--- src/rtl/softmax_job_sched_pkg.sv ---
// Shared definitions for the softmax job scheduler.
//   sched_state_e : scheduler FSM state encoding (also visible on dbg_state)
//   ERR_*         : completion status codes reported on cmpl_err
package softmax_job_sched_pkg;

  typedef enum logic [2:0] {
    ST_IDLE  = 3'd0,
    ST_CHECK = 3'd1,
    ST_INIT  = 3'd2,
    ST_START = 3'd3,
    ST_MAX   = 3'd4,
    ST_TAIL  = 3'd5,
    ST_FLUSH = 3'd6,
    ST_COMPL = 3'd7
  } sched_state_e;

  localparam logic [1:0] ERR_OK      = 2'b00;
  localparam logic [1:0] ERR_EMPTY   = 2'b01;
  localparam logic [1:0] ERR_TIMEOUT = 2'b10;
  localparam logic [1:0] ERR_LEN     = 2'b11;

endpackage

--- src/rtl/softmax_job_sched_desc_fifo.sv ---
// Descriptor queue for the softmax job scheduler.
// Synchronous show-ahead FIFO: dout always presents the oldest entry while
// empty is low, so the consumer can latch it in the same cycle it pops.
// Ports:
//   clk, reset_n : clock, asynchronous active-low reset (pointers only)
//   push, din    : write an entry (ignored when full unless popping too)
//   pop, dout    : remove the oldest entry / oldest entry contents
//   full, empty  : occupancy flags
module softmax_job_sched_desc_fifo #(
  parameter int W     = 8,
  parameter int DEPTH = 4
) (
  input  logic         clk,
  input  logic         reset_n,
  input  logic         push,
  input  logic [W-1:0] din,
  input  logic         pop,
  output logic [W-1:0] dout,
  output logic         full,
  output logic         empty
);

  localparam int AW = (DEPTH > 1) ? $clog2(DEPTH) : 1;

  logic [W-1:0] mem [DEPTH];
  // One extra pointer bit separates the full and empty cases.
  logic [AW:0]  wptr_q, rptr_q;
  logic         do_push, do_pop;

  assign empty = (wptr_q == rptr_q);
  assign full  = (wptr_q[AW] != rptr_q[AW]) && (wptr_q[AW-1:0] == rptr_q[AW-1:0]);

  // A push into a full queue is accepted when a pop frees a slot in the same cycle.
  assign do_push = push && (!full || pop);
  assign do_pop  = pop && !empty;

  assign dout = mem[rptr_q[AW-1:0]];

  always_ff @(posedge clk or negedge reset_n) begin
    if (!reset_n) begin
      wptr_q <= '0;
      rptr_q <= '0;
    end else begin
      if (do_push) wptr_q <= wptr_q + 1'b1;
      if (do_pop)  rptr_q <= rptr_q + 1'b1;
    end
  end

  always_ff @(posedge clk) begin
    if (do_push) mem[wptr_q[AW-1:0]] <= din;
  end

endmodule

--- src/rtl/softmax_job_sched.sv ---
// Job scheduler for the softmax engine.
// Queues vector descriptors, launches one softmax run per descriptor
// (sm_init then sm_start), holds the source range stable for the whole run,
// generates result-write addresses while the engine streams outputs and
// reports a completion status per job.
// Ports:
//   clk, reset_n                    : clock, asynchronous active-low reset
//   req_valid/req_ready             : descriptor handshake
//   req_start_addr/end_addr/dst/id  : descriptor fields (end is exclusive)
//   timeout_cycles                  : watchdog limit for MAX+TAIL, 0 disables
//   sm_init/sm_start/sm_reset       : control pulses / flush to softmax
//   sm_start_addr/sm_end_addr       : source range held for the running job
//   sm_mode1_done, sm_done          : softmax max-pass done / output valid
//   wr_en, wr_addr                  : result write strobe and address
//   cmpl_valid/cmpl_id/cmpl_err     : 1-cycle completion report
//   busy                            : FSM active or descriptors pending
//   dbg_state                       : current FSM state
//
// Handshake: a descriptor is transferred on every rising clk edge where
// req_valid and req_ready are both high. req_ready depends only on queue
// occupancy (never on req_valid); a requester holding req_valid while
// req_ready is low must keep the descriptor fields stable.
module softmax_job_sched
  import softmax_job_sched_pkg::*;
#(
  parameter int ADDRW      = 16,
  parameter int ID_W       = 4,
  parameter int FIFO_DEPTH = 4,
  parameter int TO_W       = 16
) (
  input  logic             clk,
  input  logic             reset_n,
  input  logic             req_valid,
  output logic             req_ready,
  input  logic [ADDRW-1:0] req_start_addr,
  input  logic [ADDRW-1:0] req_end_addr,
  input  logic [ADDRW-1:0] req_dst_addr,
  input  logic [ID_W-1:0]  req_id,
  input  logic [TO_W-1:0]  timeout_cycles,
  output logic             sm_init,
  output logic             sm_start,
  output logic             sm_reset,
  output logic [ADDRW-1:0] sm_start_addr,
  output logic [ADDRW-1:0] sm_end_addr,
  input  logic             sm_mode1_done,
  input  logic             sm_done,
  output logic             wr_en,
  output logic [ADDRW-1:0] wr_addr,
  output logic             cmpl_valid,
  output logic [ID_W-1:0]  cmpl_id,
  output logic [1:0]       cmpl_err,
  output logic             busy,
  output logic [2:0]       dbg_state
);

  localparam int DW = 3*ADDRW + ID_W;

  sched_state_e     state_q, state_d;
  logic             pop_c;

  logic [DW-1:0]    fifo_din, fifo_dout;
  logic             fifo_full, fifo_empty, fifo_push;

  logic [ADDRW-1:0] start_q, end_q, dst_q;
  logic [ID_W-1:0]  id_q;
  logic [1:0]       err_q;
  logic [TO_W-1:0]  wdog_q, wdog_inc;
  logic [ADDRW-1:0] wcnt_q, wcnt_sat, len;
  logic             wr_en_q;
  logic [ADDRW-1:0] wr_addr_q;
  logic             sm_done_q;
  logic             flush_cnt_q;
  logic             range_empty, done_fall, timeout_hit;

  // ------------------------------------------------------------------
  // Descriptor queue
  // ------------------------------------------------------------------
  assign fifo_din  = {req_start_addr, req_end_addr, req_dst_addr, req_id};
  assign req_ready = ~fifo_full;
  assign fifo_push = req_valid & req_ready;

  softmax_job_sched_desc_fifo #(
    .W     (DW),
    .DEPTH (FIFO_DEPTH)
  ) u_desc_fifo (
    .clk     (clk),
    .reset_n (reset_n),
    .push    (fifo_push),
    .din     (fifo_din),
    .pop     (pop_c),
    .dout    (fifo_dout),
    .full    (fifo_full),
    .empty   (fifo_empty)
  );

  // ------------------------------------------------------------------
  // Datapath helpers
  // ------------------------------------------------------------------
  assign range_empty = (end_q <= start_q);
  assign len         = end_q - start_q;
  assign done_fall   = sm_done_q & ~sm_done;
  assign timeout_hit = (timeout_cycles != '0) && (wdog_q >= timeout_cycles);
  assign wdog_inc    = (&wdog_q) ? wdog_q : wdog_q + TO_W'(1);
  assign wcnt_sat    = (&wcnt_q) ? wcnt_q : wcnt_q + ADDRW'(1);

  // ------------------------------------------------------------------
  // FSM
  // ------------------------------------------------------------------
  always_ff @(posedge clk or negedge reset_n) begin
    if (!reset_n) state_q <= ST_IDLE;
    else          state_q <= state_d;
  end

  always_comb begin
    state_d = state_q;
    pop_c   = 1'b0;
    case (state_q)
      ST_IDLE: begin
        if (!fifo_empty) begin
          pop_c   = 1'b1;
          state_d = ST_CHECK;
        end
      end
      ST_CHECK: state_d = range_empty ? ST_COMPL : ST_INIT;
      ST_INIT:  state_d = ST_START;
      ST_START: state_d = ST_MAX;
      ST_MAX: begin
        if (timeout_hit)        state_d = ST_FLUSH;
        else if (sm_mode1_done) state_d = ST_TAIL;
      end
      ST_TAIL: begin
        // Timeout has priority over a same-cycle end of the output stream.
        if (timeout_hit)    state_d = ST_FLUSH;
        else if (done_fall) state_d = ST_COMPL;
      end
      ST_FLUSH: begin
        if (flush_cnt_q) state_d = ST_COMPL;
      end
      ST_COMPL: begin
        // Chain straight into the next descriptor so back-to-back jobs
        // reach CHECK one cycle after the completion pulse.
        if (!fifo_empty) begin
          pop_c   = 1'b1;
          state_d = ST_CHECK;
        end else begin
          state_d = ST_IDLE;
        end
      end
      default: state_d = ST_IDLE;
    endcase
  end

  // ------------------------------------------------------------------
  // Descriptor latch, watchdog, write counter, status
  // ------------------------------------------------------------------
  always_ff @(posedge clk or negedge reset_n) begin
    if (!reset_n) begin
      start_q     <= '0;
      end_q       <= '0;
      dst_q       <= '0;
      id_q        <= '0;
      err_q       <= ERR_OK;
      wdog_q      <= '0;
      wcnt_q      <= '0;
      wr_en_q     <= 1'b0;
      wr_addr_q   <= '0;
      sm_done_q   <= 1'b0;
      flush_cnt_q <= 1'b0;
    end else begin
      sm_done_q   <= sm_done;
      flush_cnt_q <= (state_q == ST_FLUSH);
      // Write strobe is sm_done delayed by one cycle, only for the running job.
      wr_en_q     <= (state_q == ST_TAIL) && sm_done;

      if (pop_c) {start_q, end_q, dst_q, id_q} <= fifo_dout;

      case (state_q)
        ST_CHECK: begin
          if (range_empty) err_q <= ERR_EMPTY;
        end
        ST_START: begin
          wdog_q <= '0;
          wcnt_q <= '0;
        end
        ST_MAX: wdog_q <= wdog_inc;
        ST_TAIL: begin
          wdog_q <= wdog_inc;
          if (sm_done) begin
            wr_addr_q <= dst_q + wcnt_q;
            wcnt_q    <= wcnt_sat;
          end
          if (done_fall && !timeout_hit)
            err_q <= (wcnt_q == len) ? ERR_OK : ERR_LEN;
        end
        ST_FLUSH: err_q <= ERR_TIMEOUT;
        default: ;
      endcase
    end
  end

  // ------------------------------------------------------------------
  // Outputs
  // ------------------------------------------------------------------
  assign sm_init       = (state_q == ST_INIT);
  assign sm_start      = (state_q == ST_START);
  // Softmax is held in reset for as long as the scheduler itself is.
  assign sm_reset      = ~reset_n | (state_q == ST_FLUSH);
  assign sm_start_addr = start_q;
  assign sm_end_addr   = end_q;
  assign wr_en         = wr_en_q;
  assign wr_addr       = wr_addr_q;
  assign cmpl_valid    = (state_q == ST_COMPL);
  assign cmpl_id       = id_q;
  assign cmpl_err      = err_q;
  assign busy          = (state_q != ST_IDLE) | ~fifo_empty;
  assign dbg_state     = state_q;

endmodule
--- config.mk ---
export PLATFORM = sky130hd
export DESIGN_NAME = softmax_job_sched
export DESIGN_NICKNAME = d
export VERILOG_FILES = /design/src/rtl/softmax_job_sched_pkg.sv /design/src/rtl/softmax_job_sched_desc_fifo.sv /design/src/rtl/softmax_job_sched.sv
export SDC_FILE = /design/constraint.sdc
export NUM_CORES = 1
export LEC_CHECK = 0
export BUFFER_PORTS_ARGS = -buffer_cell sky130_fd_sc_hd__buf_4
export CAP_MARGIN = 20
export CORE_MARGIN = 1
export CORE_UTILIZATION = 50
export CTS_CLUSTER_SIZE = 24
export DETAILED_ROUTE_END_ITERATION = 12
export HOLD_SLACK_MARGIN = 0.15
export PLACE_DENSITY = 0.69
export SYNTH_ARGS = -nofsm -noshare
export SYNTH_HDL_FRONTEND = slang
export SYNTH_SLANG_ARGS = --single-unit
--- constraint.sdc ---
create_clock -name clk -period 5.8 [get_ports clk]
set_input_delay 1.16 -clock clk [delete_from_list [all_inputs] [get_ports clk]]
set_output_delay 1.16 -clock clk [all_outputs]
set_load 0.02 [all_outputs]
======== Yosys cells after proc, flatten, opt, wreduce, memory -nomap -nowiden ========
Memory sizes are Yosys's and may differ from the RTL's. A register that Yosys moved wholly into a read port is not among the register bits.
Cells that the tools add are included.
storage, ports and cells
  register bits after elaboration ......... 62
  bits in writable memories ............... 208
  input bits .............................. 73
  output and inout bits ................... 64
  word-level logic and storage cells ...... 95
  memories ................................ 1
memories
  name             depth  bits a word  rd ports  clocked after memory_dff  wr ports  line                               text
  u_desc_fifo.mem  4      52           1         1                         1         softmax_job_sched_desc_fifo.sv:25  logic [W-1:0] mem [DEPTH];
operators by class
  add/sub/neg operators ................... 6
  order comparisons ....................... 2
  equality and inequality tests ........... 20
  multiplexer cells ....................... 22
  bitwise operators ....................... 8
  reduce and logical (&&, ||, !) cells .... 26
operators by type and width
  cell                   count
  $pmux 16 s2            2
  $mux 16                3
  $add 16x1->16 const B  2
  $reduce_and 16->1      2
  $pmux 3 s8             1
  $mux 3                 7
  $add 16x16->16         1
  $eq 16x16->1           1
  $ge 16x16->1           1
  $le 16x16->1           1
  $reduce_bool 16->1     1
  $sub 16x16->16         1
  $eq 3x3->1 const B     4
  $ne 2x2->1 const B     6
  $add 3x1->3 const B    2
  $eq 3x2->1 const B     2
  $logic_and 1x1->1      6
  $mux 2                 3
  $ne 3x3->1 const B     2
  $pmux 2 s3             1
  $reduce_and 3->1       2
  $reduce_bool 3->1      2
  $mux 1                 5
  $logic_not 1->1        4
  14 further kinds       22

======== Logic depth before layout (Yosys ltp) ========
  word-level depth ........................ 7
  depth in mapped cells ................... 11
  gate-level depth less buffers ........... 11

======== Cells and area by module ========
From an unflattened synthesis, not the netlist that was laid out.
unflattened totals
  cells, all modules ...................... 1055
  area total of the unflattened synthesis .. 14746.6 um2
modules (own cells, without submodules)
  module                       instances  cells an instance  area each (um2)
  softmax_job_sched_desc_fifo  1          318                7936.4
  softmax_job_sched            1          737                6810.3

======== Worst setup path after synthesis ========
Ideal clock, no wire load.
  path kind ............................... input to register
  start point ............................. in timeout_cycles[13]
  end point ............................... reg err_q[1] (netlist: cmpl_err[1])
  setup time .............................. 0.131 ns
  arrival time ............................ 2.767 ns
  slack ................................... 2.902 ns
  stages .................................. 9
  buffers on the path ..................... 0
  cells stage by stage .................... inv_1 ha_1 a21o_1 a21o_1 a221o_1 o21ai_1 a21oi_1 o32ai_1 o21ai_1
on the way
  cells in the longest elaborated chain, start to end .. 6
ends and longest elaborated chain
  item                                                       line                      text
  start: declaration                                         softmax_job_sched.sv:39   input logic [TO_W-1:0] timeout_cycles,
  $ge 16x16->1 / $reduce_bool 16->1 (equally long branches)  softmax_job_sched.sv:102  assign timeout_hit = (timeout_cycles != '0) && (wdog_q >= timeout_cycles);
  $logic_and 1x1->1 *                                        softmax_job_sched.sv:102
  $logic_not 1->1 *                                          softmax_job_sched.sv:192  if (done_fall && !timeout_hit)
  $logic_and 1x1->1 *                                        softmax_job_sched.sv:192
  $ne 2x1->1 (no source line) *                              -
  $reduce_and 3->1 (no source line) *                        -
  end signal: assignment                                     softmax_job_sched.sv:193  err_q <= (wcnt_q == len) ? ERR_OK : ERR_LEN;
  end: declaration                                           softmax_job_sched.sv:66   logic [1:0] err_q;
Every way passes the cells marked *; elsewhere a longest branch is shown, timed or not.
A chain may end at the register's enable or synchronous reset.

======== Worst setup path after layout ========
  start point ............................. reg state_q[1] (netlist: dbg_state[1])
  end point ............................... out sm_start
on the way
  cells in the longest elaborated chain, start to end .. 1
ends and longest elaborated chain
  item                      line                      text
  start: declaration        softmax_job_sched.sv:58   sched_state_e state_q, state_d;
  start signal: assignment  softmax_job_sched.sv:111  else state_q <= state_d;
  $eq 3x2->1                softmax_job_sched.sv:205  assign sm_start = (state_q == ST_START);
  end: declaration          softmax_job_sched.sv:41   output logic sm_start,
Every way passes these cells.

==> reports/qor.csv <==
metric,value,unit
placed cell area,16200,um2
TritonCTS Sinks,322,
status,"complete, no violations",
Max Freq,288,MHz
Synth Cell Area,14700,um2
Synth area leaders,"edfxtp_1 42%, dfrtp_1 19%, mux4_2 8.0%",
RSZ-0062 raised after global routing,false,
Post-synth top cells,"208 x edfxtp_1, 114 x dfrtp_1, 59 x mux2_2",
Post-synth top flop,edfxtp_1,
Post-route DRC,0,
Max Buffers Root-to-Sink,3,
"slowest stage delay, CP",0.64,ns
skew final,0.0173,ns
cell family with most CP delay,buffers and inverters,
Die W,174,um
first-pass GRT wire length,49100,um
share of layout cells above drive strength 1,28.6,%
hold_buf cts,0,
Leakage,6.90,nW
crit end category,primary output,
ratio of final minimum period to clock period,59.8,%
Antenna Cells,0,
Mapped Nets,1136,
CTS Root Cell,clkbuf_16,
Ports,137,
final net count,1285,
multi-input logic area,5310,um2
Std-Cell Rows,62,
HP Start,wr_addr[12],
most frequent cell after synthesis,edfxtp_1,
Vias/cell,5.59,
Worst Setup Start Kind,flip-flop,
CTS clock-pin slew for the worst setup and hold paths,0.06,ns
CP arrival,2.31,ns
Synth cell types,78,
antenna violations before repair,0,
"Power, Total",0.0101,W
Placer Congestion,0.850,
die area,30100,um2
Syn. warnings,0,
Die Span Y,174,um
final critical-path required period,3.47,ns
Syn-to-layout area delta,18.3,%
vias in the first global route,8832,
via count,8755,
drt initial violations,561,
post-cts resize count,0,
worst-margin pin slew,0.914,ns
Storage cell area,9100,um2
crit path from,dbg_state[1],
pin count of the biggest net entering global routing,61,
Synth area leader,edfxtp_1,
share of the yosys chip area belonging to registers,61.8,%
crit path cell chain,nand3_1 -> clkinv_1 -> buf_4 -> buf_4,
setup TNS,0,ns
Finished Cell Area,17400,um2
Worst Path Required,4.64,ns
Hold Crit Class,reg -> reg,
most frequent CP cell,buf_4,
IR Drop Worst-Case VDD,0.320,mV
HPWL Detailed,20600,um
Post-CTS Setup Inserts,0,
GRT Total Usage,21.1,%
CTS tree,done,
Synth async-reset ratio,35.4,%
Max Slew Vio Count,0,
grt ovf,0,
"Slowest-stage cell, CP",dfrtp_1,
"EDFF count, synth",208,
syn avg cell area,14.6,um2
Mapped Cells,1007,
# H-tree levels,2,
Fillers,2280,
WL per Instance,19.7,um
Hold WS,0.478,ns
Yosys reg bits,322,
Pre-Repair DR Iteration Count,6,
"Max FO, Critical Path",27,
kind of critical path,reg -> out,
clk_lat worst skew,0.52,ns
Final ANT Viol Nets,0,
CORE AREA,28900,um2
Final setup violation count,0,
CP Buf/Inv Count,3,
Synth top area share,42.4,%
RR Startpoint,sm_start_addr[6],
Power Density,582,nW/um2
max capacitance violation total,0,
WL final,30900,um
Final Hold Fails,0,
IO Port Bufs,136,
Initial Util,51.0,%
CTS Buf Count,35,
normalized max-slew margin,39.1,%
==> final timing paths <==
kind	end	slack (ns)	cells past startpoint
max	sm_start	2.33	4
min	wr_addr[12]	0.48	2
max reg2reg	cmpl_err[1]	2.98	10
min reg2reg	wr_addr[12]	0.48	2
max in group asynchronous	u_desc_fifo.rptr_q[1]	3.62	3
min in group asynchronous	wr_addr[6]	0.86	2
==> cells in the final DEF (no fill, tap or decap), drive strengths merged, types with 8 or more instances in the layout <==
| cell | instances |
|---|---|
| clkinv | 8 |
| edfxtp | 208 |
| a21o | 9 |
| nand3 | 29 |
| nor3 | 16 |
| nand2 | 51 |
| nor2 | 52 |
| ha | 54 |
| o21ai | 48 |
| buf | 144 |
| xnor2 | 25 |
| a21oi | 35 |
| mux4 | 52 |
| inv | 51 |
| xor2 | 34 |
| nand4 | 16 |
| clkbuf | 49 |
| a31oi | 8 |
| dfrtp | 114 |
| mux2 | 59 |
| and3 | 15 |
==> cells by family after synthesis <==
kind of cell | synth area share [%]
flip-flops | 61.8
AND/OR/NAND/NOR | 7.70
AO/OA/AOI/OAI | 7.12
multiplexers | 12.7
buffers and inverters | 2.24
XOR/XNOR | 3.56
adder cells (fa/ha/maj) | 4.86
==> cell type report <==
type	count	share of cell area [%]
clock buffers	49	5.62
clock inverters	15	1.54
inverters	51	1.10
multi-input cells	602	30.5
flip-flops and latches	322	52.3
well taps	384	2.76
repair buffers	144	6.21
==> through the flow <==
stage / instances / utilization, % / setup slack [ns]
floorplan: 1007 / - / 2.90
global placement: 1503 / 56.0 / 2.65
detailed placement: 1503 / 56.0 / 2.61
CTS: 1567 / 60.3 / 2.29
global route: 1567 / 60.3 / 2.14
finish: 1567 / 60.3 / 2.33
==> per-layer routing <==
layer,global-route usage [%],share of wire (%),up-vias
li1,-,-,4126
met1,28.4,44,4369
met2,35.2,48,218
met3,3.88,5.6,42
met4,5.90,2.1,0
met5,0,0,-
==> flip-flops by register name, indices dropped and copies added (netlist names) <==
name                count
u_desc_fifo.rptr_q      3
sm_done_q               1
cmpl_id                 4
wr_en                   1
u_desc_fifo.wptr_q      3
sm_end_addr            16
wr_addr                16
cmpl_err                2
dst_q                  16
flush_cnt_q             1
wcnt_q                 16
u_desc_fifo.mem       208
sm_start_addr          16
dbg_state               3
wdog_q                 16
==> report_power, final <==
part | total (W) | internal, W | leakage (nW) | switching [W]
logic | 0.00417 | 0.00186 | 2.99 | 0.00231
registers | 0.00361 | 0.00315 | 3.31 | 0.000454
clock network | 0.00236 | 0.00146 | 0.605 | 0.000895
total | 0.0101 | 0.00647 | 6.90 | 0.00365
==> worst reg2reg max path, delay by kind of cell (launching register included) <==
kind,cells,cell delay [ns]
simple gates,3,0.53
flops,1,0.44
fa+ha+maj,1,0.43
buf+inv,1,0.07
compound gates,5,1.22
Note: power is estimated with default switching activity, not from simulation.
